--- config.mk ---
export PLATFORM = sky130hd
export DESIGN_NAME = mem_dp_init
export DESIGN_NICKNAME = d
export VERILOG_FILES = /design/src/rtl/mem_dp_init_pkg.sv /design/src/rtl/mem_init_seq.sv /design/src/rtl/mem_dp_init.sv
export SDC_FILE = /design/constraint.sdc
export NUM_CORES = 1
export LEC_CHECK = 0
export CORE_AREA = 2 2 233 235
export CTS_CLUSTER_SIZE = 16
export DETAILED_ROUTE_END_ITERATION = 7
export DIE_AREA = 0 0 235 237
export GPL_TIMING_DRIVEN = 0
export HOLD_SLACK_MARGIN = 0.08
export PLACE_DENSITY = 0.62
export REMOVE_ABC_BUFFERS = 1
export SYNTH_ARGS = -nofsm -noshare
export SYNTH_HDL_FRONTEND = slang
export SYNTH_HIERARCHICAL = 1
export SYNTH_SLANG_ARGS = --single-unit
export TNS_END_PERCENT = 50
--- constraint.sdc ---
create_clock -name clock -period 11.1 [get_ports clock]
set_clock_uncertainty 0.1 [all_clocks]
set_input_delay 3.33 -clock clock [delete_from_list [all_inputs] [get_ports clock]]
set_output_delay 3.33 -clock clock [all_outputs]
set_load 0.01 [all_outputs]
--- src/rtl/mem_dp_init_pkg.sv ---
// Shared definitions for the mem_dp_init dual-port RAM.
//   - memst_e         : clear-sequencer state encoding (MEMST_CLEAR / MEMST_READY)
//   - RL_MIN / RL_MAX : supported read-latency range
//   - mem_clog2()     : address width for a given depth, minimum 1 bit
//   - read_latency_ok(): legality test used by the elaboration-time check
package mem_dp_init_pkg;

  typedef enum logic {
    MEMST_CLEAR = 1'b0,
    MEMST_READY = 1'b1
  } memst_e;

  localparam int RL_MIN = 1;
  localparam int RL_MAX = 2;

  // A two-word memory still needs one address bit, hence the floor of 1.
  function automatic int mem_clog2(input int n);
    return (n <= 2) ? 1 : $clog2(n);
  endfunction

  function automatic bit read_latency_ok(input int rl);
    return (rl >= RL_MIN) && (rl <= RL_MAX);
  endfunction

endpackage

--- src/rtl/mem_init_seq.sv ---
// Post-reset zero-clear sequencer for mem_dp_init.
// Walks the address counter from 0 to DEPTH-1, issuing one clear write per
// cycle, then parks in READY until the next reset.
//   clk        in   clock
//   rst_n      in   asynchronous active-low reset
//   busy_o     out  high while the clear is running
//   clr_we_o   out  clear write enable
//   clr_addr_o out  clear write address
module mem_init_seq
  import mem_dp_init_pkg::*;
#(
  parameter int DEPTH = 64,
  parameter bit INIT  = 1'b0,
  parameter int AW    = mem_clog2(DEPTH)
) (
  input  logic          clk,
  input  logic          rst_n,
  output logic          busy_o,
  output logic          clr_we_o,
  output logic [AW-1:0] clr_addr_o
);

  localparam logic [AW-1:0] LAST_ADDR = AW'(DEPTH - 1);
  localparam memst_e        RESET_ST  = INIT ? MEMST_CLEAR : MEMST_READY;

  memst_e        state_q, state_d;
  logic [AW-1:0] cnt_q, cnt_d;

  always_ff @(posedge clk or negedge rst_n) begin
    if (!rst_n) begin
      state_q <= RESET_ST;
      cnt_q   <= '0;
    end else begin
      // NOTE: sequential state uses non-blocking assignments so every register
      // samples pre-edge values regardless of statement order.
      state_q <= state_d;
      cnt_q   <= cnt_d;
    end
  end

  // NOTE: defaults assigned first so no path leaves a signal unassigned,
  // which would otherwise infer a latch.
  always_comb begin
    state_d  = state_q;
    cnt_d    = cnt_q;
    clr_we_o = 1'b0;
    case (state_q)
      MEMST_CLEAR: begin
        clr_we_o = 1'b1;
        // Stop on the last word instead of incrementing, so the counter never
        // points past DEPTH-1.
        if (cnt_q == LAST_ADDR) state_d = MEMST_READY;
        else                    cnt_d   = cnt_q + 1'b1;
      end
      MEMST_READY: ;
    endcase
  end

  assign clr_addr_o = cnt_q;
  assign busy_o     = (state_q == MEMST_CLEAR);

endmodule

--- src/rtl/mem_dp_init.sv ---
// Simple dual-port RAM (one write port, one read port, single clock) with
// optional post-reset zero clear, 1- or 2-cycle read latency, selectable
// same-address read-during-write behaviour and a q_valid strobe.
//   clock     in   clock, all logic on posedge
//   reset_n   in   asynchronous active-low reset
//   data      in   write data
//   wraddress in   write address
//   wren      in   write enable (ignored while busy)
//   rdaddress in   read address
//   rden      in   read enable (ignored while busy)
//   q         out  registered read data, holds between reads
//   q_valid   out  one-cycle strobe marking a new q
//   busy      out  high while the clear sequencer runs
module mem_dp_init
  import mem_dp_init_pkg::*;
#(
  parameter int WIDTH        = 8,
  parameter int DEPTH        = 64,
  parameter int INIT         = 0,
  parameter int READ_LATENCY = 1,
  parameter int BYPASS       = 1,
  localparam int AW          = mem_clog2(DEPTH)
) (
  input  logic             clock,
  input  logic             reset_n,
  input  logic [WIDTH-1:0] data,
  input  logic [AW-1:0]    wraddress,
  input  logic             wren,
  input  logic [AW-1:0]    rdaddress,
  input  logic             rden,
  output logic [WIDTH-1:0] q,
  output logic             q_valid,
  output logic             busy
);

  if (!read_latency_ok(READ_LATENCY)) begin : g_bad_read_latency
    $error("mem_dp_init: READ_LATENCY must be 1 or 2");
  end

  // One extra bit so DEPTH itself is representable for the range compares.
  localparam logic [AW:0] DEPTH_W = (AW + 1)'(DEPTH);

  logic          clr_we;
  logic [AW-1:0] clr_addr;

  mem_init_seq #(
    .DEPTH (DEPTH),
    .INIT  (INIT != 0),
    .AW    (AW)
  ) u_init_seq (
    .clk        (clock),
    .rst_n      (reset_n),
    .busy_o     (busy),
    .clr_we_o   (clr_we),
    .clr_addr_o (clr_addr)
  );

  // ---------------------------------------------------------------------------
  // Write port: clear sequencer owns it while busy, user otherwise.
  // ---------------------------------------------------------------------------
  logic             wr_in_range;
  logic             mem_we;
  logic [AW-1:0]    mem_waddr;
  logic [WIDTH-1:0] mem_wdata;

  assign wr_in_range = ({1'b0, wraddress} < DEPTH_W);

  always_comb begin
    mem_we    = 1'b0;
    mem_waddr = wraddress;
    mem_wdata = data;
    if (busy) begin
      mem_we    = clr_we;
      mem_waddr = clr_addr;
      mem_wdata = '0;
    end else begin
      mem_we    = wren && wr_in_range;
    end
  end

  logic [WIDTH-1:0] mem_q [DEPTH];

  // NOTE: the storage array deliberately has no reset; clearing it is the
  // sequencer's job, and a reset here would stop RAM inference.
  always_ff @(posedge clock) begin
    if (mem_we) mem_q[mem_waddr] <= mem_wdata;
  end

  // ---------------------------------------------------------------------------
  // Read port: first stage resolves range and read-during-write.
  // ---------------------------------------------------------------------------
  logic             rd_fire;
  logic             rd_in_range;
  logic             same_addr;
  logic [WIDTH-1:0] rd_word;

  assign rd_fire     = rden && !busy;
  assign rd_in_range = ({1'b0, rdaddress} < DEPTH_W);
  assign same_addr   = wren && (wraddress == rdaddress);

  // The array read sees pre-edge contents, so read-first falls out naturally;
  // write-first forwards the incoming data on an address match.
  always_comb begin
    rd_word = '0;
    if (rd_in_range) begin
      if ((BYPASS != 0) && same_addr) rd_word = data;
      else                            rd_word = mem_q[rdaddress];
    end
  end

  logic [WIDTH-1:0] q_q;
  logic             q_valid_q;

  if (READ_LATENCY == 1) begin : g_rl1
    always_ff @(posedge clock or negedge reset_n) begin
      if (!reset_n) begin
        q_q       <= '0;
        q_valid_q <= 1'b0;
      end else begin
        q_valid_q <= rd_fire;
        if (rd_fire) q_q <= rd_word;
      end
    end
  end else begin : g_rl2
    logic [WIDTH-1:0] s1_data_q;
    logic             s1_valid_q;

    always_ff @(posedge clock or negedge reset_n) begin
      if (!reset_n) begin
        s1_data_q  <= '0;
        s1_valid_q <= 1'b0;
        q_q        <= '0;
        q_valid_q  <= 1'b0;
      end else begin
        s1_valid_q <= rd_fire;
        if (rd_fire) s1_data_q <= rd_word;
        q_valid_q  <= s1_valid_q;
        if (s1_valid_q) q_q <= s1_data_q;
      end
    end
  end

  assign q       = q_q;
  assign q_valid = q_valid_q;

endmodule

==> Word-level counts from Yosys, hierarchy flattened <==
Memory sizes are Yosys's and may differ from the RTL's. A register that Yosys moved wholly into a read port is not among the register bits.
Index checks and enable logic that the tools add are counted.
{ "word_totals": {"register_bits": 8, "ram_bits": 512, "in_bits": 24, "out_inout_bits": 10, "word_cells": 18, "n_memories": 1} }
{ "op_classes": {"addsub": 1, "eq_ne": 1, "mux": 7, "bitwise_logic": 2, "reduce_logical": 3} }
{ "memory_table": {"columns": ["name", "words", "word_bits", "read_ports", "rd_clocked_by_memory_dff", "write_ports", "line_no", "rtl"], "rows": [
  ["mem_q", 64, 8, 1, 1, 1, "mem_dp_init.sv:81", "logic [WIDTH-1:0] mem_q [DEPTH];"]
]} }
{ "ops": {"columns": ["operator", "n"], "rows": [
  ["two-way mux 8 bit", 1],
  ["adder 6 x 1 -> 6 bit (second input constant)", 1],
  ["== test 6 bit (second input constant)", 1],
  ["two-way mux 6 bit", 1],
  ["two-way mux 1 bit", 5],
  ["inverter 1 bit", 2],
  ["AND reduction 2 bit", 1],
  ["logical AND 1 bit", 1],
  ["zero test 1 bit", 1]
]} }

==> Depth between registers and ports, before layout <==
Gate-level depths: netlist (run 1).
{ "depth": {"depth_word": 3, "depth_mapped": 10} }

==> Hierarchy <==
The synthesis (run 1) kept the hierarchy.
{ "modules_own_cells": {"columns": ["mod", "n_inst", "cells_each", "area_per_inst_um2", "seq_area_each_um2"], "rows": [
  ["mem_dp_init", 1, 991, 20739.9, 15600.0],
  ["mem_init_seq", 1, 28, 336.6, 176.4]
]} }

==> Worst setup path after synthesis (run 1) <==
OpenSTA, ideal clock, no wires.
{ "synth_timing": {"path_type": "input-to-reg", "from": "in data[0]", "to": "mem mem_q[0][0], data pin", "setup_time_ps": 514, "arrival_time_ps": 4927, "required_ps": 10486, "slack_ps": 5559, "stages": 1, "path_buffers": 0, "path_cell_list": "nor2b_1"} }
{ "synth_between": {"elab_chain_cells": 1} }
{ "synth_lines": {"columns": ["element", "line_no", "rtl"], "rows": [
  ["start, declared", "mem_dp_init.sv:26", "input logic [WIDTH-1:0] data,"],
  ["two-way mux 8 bit", "mem_dp_init.sv:72", "if (busy) begin"],
  ["end, declared", "mem_dp_init.sv:81", null]
]} }
No other way between the ends.

==> Worst setup path in the final report (run 1) <==
{ "layout_timing": {"from": "reg u_init_seq.state_q", "to": "out busy"} }
{ "layout_between": {"elab_chain_cells": 1} }
{ "layout_lines": {"columns": ["element", "line_no", "rtl"], "rows": [
  ["start, declared", "mem_init_seq.sv:26", "memst_e state_q, state_d;"],
  ["start signal, assigned", "mem_init_seq.sv:36", "state_q <= state_d;"],
  ["inverter 1 bit (no line)", null, null],
  ["end, declared", "mem_dp_init.sv:33", "output logic busy"]
]} }
No other way between the ends.

==> qor.csv, run 1 <==
stage,metric,value,unit
grt,grt_pass1_wl,68.1,mm
pwr,power_density,162,nW/um2
synth,synthTopCellsByArea,"edfxtp_1 73%, mux4_2 16%, dfrtp_1 1.8%, nor2_1 1.3%, mux2i_1 1.1%",
final_layout,drive_gt1_frac,0.231,
sta,layout_min_cycle_time,5790,ps
synth,syn_inst,1019,
grt,grt.overflow.total,0,
pwr,p_sw_frac,0.197,
sta,drv_slew,0,
critical_path,start_kind,register,
cts,clk_path_buf_depth,3,
sta,whs,416,ps
synth,synth_flop_cell,edfxtp_1,
final_layout,final_cell_count_no_fill,1795,
grt,track_usage,0.165,
sta,finalSetupViolCount,0,
critical_path,crit_path_end_kind,output port,
cts,cts_sinks,528,
cts,cts_buffers,50,
sta,slew_headroom,0.295,
sta,hold_viol_final,0,
routing,num_vias,10000,
routing,drt_iter0_drc,1064,
synth,synth-seq-cells,528,
synth,post-synth-top-count-cell,edfxtp_1,
die,die_height,237,um
pwr,p_int,3.10,mW
sta,fmax,0.173,GHz
die,dieWidth,235,um
place,post-dp-hpwl,28.3,mm
sta,rsz0062_at_grt,false,
pwr,combPwrFrac,0.028,
cts,cts_tree,yes,
pwr,p_leak,6.49,nW
routing,dr.pass1.iters,5,
cts,ctsHoldBuffers,0,
critical_path,worstPathRequired,7670,ps
critical_path,worstSetupPathType,register to output port,
pwr,ir_worst_vdd,0.000103,V
place,place_inst,1704,
cts,cts_root_buf,clkbuf_16,
final_layout,finalNetCount,1085,
routing,drtAntennaViolNets,0,
die,start_util,0.396,
routing,viasPerCell,5.59,
routing,drc,0,
cts,htree_levels,2,
critical_path,cpPeakStageDelay,720,ps
final_layout,utilization,0.447,
sta,worstMarginPinSlew,1050,ps
routing,wirelength,45.9,mm
synth,yosysWarnings,6,
grt,grt_pass1_vias,10100,
synth,async_flop_share,0.0303,
run,drv_cap,0,
status,status,"complete, no violations",
critical_path,crit_slowest_cell,inv_2,
cts,cts.clk_slew.worst_paths,60,ps
synth,syn_area,21100,um2
synth,yosys.area.top_type,edfxtp_1,
pwr,switchingPower,761,uW
die,dieArea,55700,um2
critical_path,cp_max_fo,42,
synth,synth.distinct_cells,51,
place,gp_congestion,0.759,
die,rows,85,
sta,min_period_over_period,0.522,
critical_path,arrival,2360,ps
cts,cts_resized,0,
grt,grt_max_degree,67,
cts,post-cts-setup-buffer-count,0,
place,port_buffers,33,
synth,synth_seq_area_share,0.749,
pwr,p_seq_frac,0.558,
cts,clkLatencyLatePin,570,ps
sta,finalSetupTns,0,ps
routing,wire_per_inst,25.6,um
synth,ys_top_cells_by_count,"512 x edfxtp_1, 146 x mux4_2, 73 x nor2_1",
grt,antenna_found_initial,2,
synth,syn_avg_cell_area,20.7,um2
die,num_io_pins,34,
final_layout,synthToLayoutAreaGrowth,13.1,%
critical_path,cp_cell_sequence,inv_2 -> clkdlybuf4s50_1,
synth,synth_top_cell_area_share,0.729,
die,coreArea,53300,um2
synth,synth_edf_count,512,
pwr,power_frac_clock,0.413,
min_path,hold_path.class,register to register,
[metal layers]
layer | routed length (um) | GRT usage
met3 | 2600 | 0.0276
met1 | 20200 | 0.238
met2 | 22200 | 0.262
met4 | 956 | 0.0464
met5 | 8 | 0
[worst paths after layout]
check / from / endpoint / slack [ps] / cells past startpoint
worst max-delay path: u_init_seq/state_q / busy / 5310 / 2
worst min-delay path: q[6] / q[6] / 420 / 2
worst max register to register: u_init_seq/state_q / mem_q[57][4] / 7670 / 5
worst min register to register: q[6] / q[6] / 420 / 2
max in group asynchronous: reset_n / u_init_seq/clr_addr_o[0] / 7280 / 1
min in group asynchronous: reset_n / u_init_seq/clr_addr_o[3] / 3130 / 1
[power by group through the flow]
stage                     clock network, mW  registers (mW)  logic [mW]
after floorplan                           0            2.20      0.0429
after global placement                    0            2.20       0.124
after detailed placement                  0            2.20       0.111
after CTS                              1.62            2.15       0.111
after global routing                   1.70            2.15       0.116
final                                  1.59            2.15       0.109
[stage by stage]
stage	setup WS, ps	cell area [um2]	total power [mW]
final	5310	23800	3.86
after global routing	5210	23800	3.96
after CTS	5290	23800	3.88
after detailed placement	4790	22300	2.31
after global placement	-1730	22000	2.32
after floorplan	5560	20800	2.24
[placed cells by master, fill, tap and decap left out, drive strengths merged, types with 7 or more instances in the layout]
master | synthesis | layout
nor2 | 73 | 73
nand2b | 9 | 9
nand2 | 64 | 64
mux4 | 146 | 146
o21ai | 13 | 13
clkbuf | 20 | 66
clkdlybuf4s50 | 0 | 28
clkinv | 0 | 20
nand4 | 7 | 7
nor2b | 15 | 15
inv | 6 | 8
mux2 | 12 | 12
buf | 37 | 18
mux2i | 24 | 24
edfxtp | 512 | 512
nand4b | 7 | 7
dfrtp | 15 | 15
o2111ai | 8 | 8
[cell type report]
| class | instances | area (um2) |
|---|---|---|
| Timing Repair Buffer | 46 | 622 |
| Antenna cell | 1 | 2.50 |
| Inverter | 6 | 22.5 |
| Clock inverter | 24 | 163 |
| Tap cell | 696 | 871 |
| Sequential cell | 528 | 15800 |
| Clock buffer | 66 | 1340 |
| Multi-Input combinational cell | 428 | 5030 |
| Fill cell | 4428 | 29500 |
[flip-flops by register name (all words and copies together) (netlist names)]
signal                 cells
mem_q                    512
q                          8
u_init_seq/clr_addr_o      6
q_valid                    1
u_init_seq/state_q         1
[cells by family after synthesis]
group | Yosys count | synth area share
fa+ha+maj | 1 | 0.000594
mux | 182 | 0.174
compound gates | 53 | 0.0183
xor+xnor | 6 | 0.00249
flops | 528 | 0.749
buf+inv | 63 | 0.0157
simple gates | 186 | 0.0404
[critical path: cells and delay by family, from the launching register on]
family,cells,cell delay [ps]
buf+inv,2,1410
flops,1,380
No activity file was read; power rests on OpenSTA's default activity.
==> inputs of run 2 (changes only) <==
- clock period: 11.1 -> 5.5 ns (I/O delays scaled with it)
==> results of run 2 <==
The final DEF is identical to that of run 1. Status: complete, no violations.
Among the figures that moved: setup slack after placement 4790 ps -> 874 ps; setup slack after layout 5310 ps -> 1390 ps; register-to-register setup slack 7670 ps -> 2070 ps; total power 3.86 mW -> 7.78 mW; worst IR drop on VDD 0.000103 V -> 0.000208 V
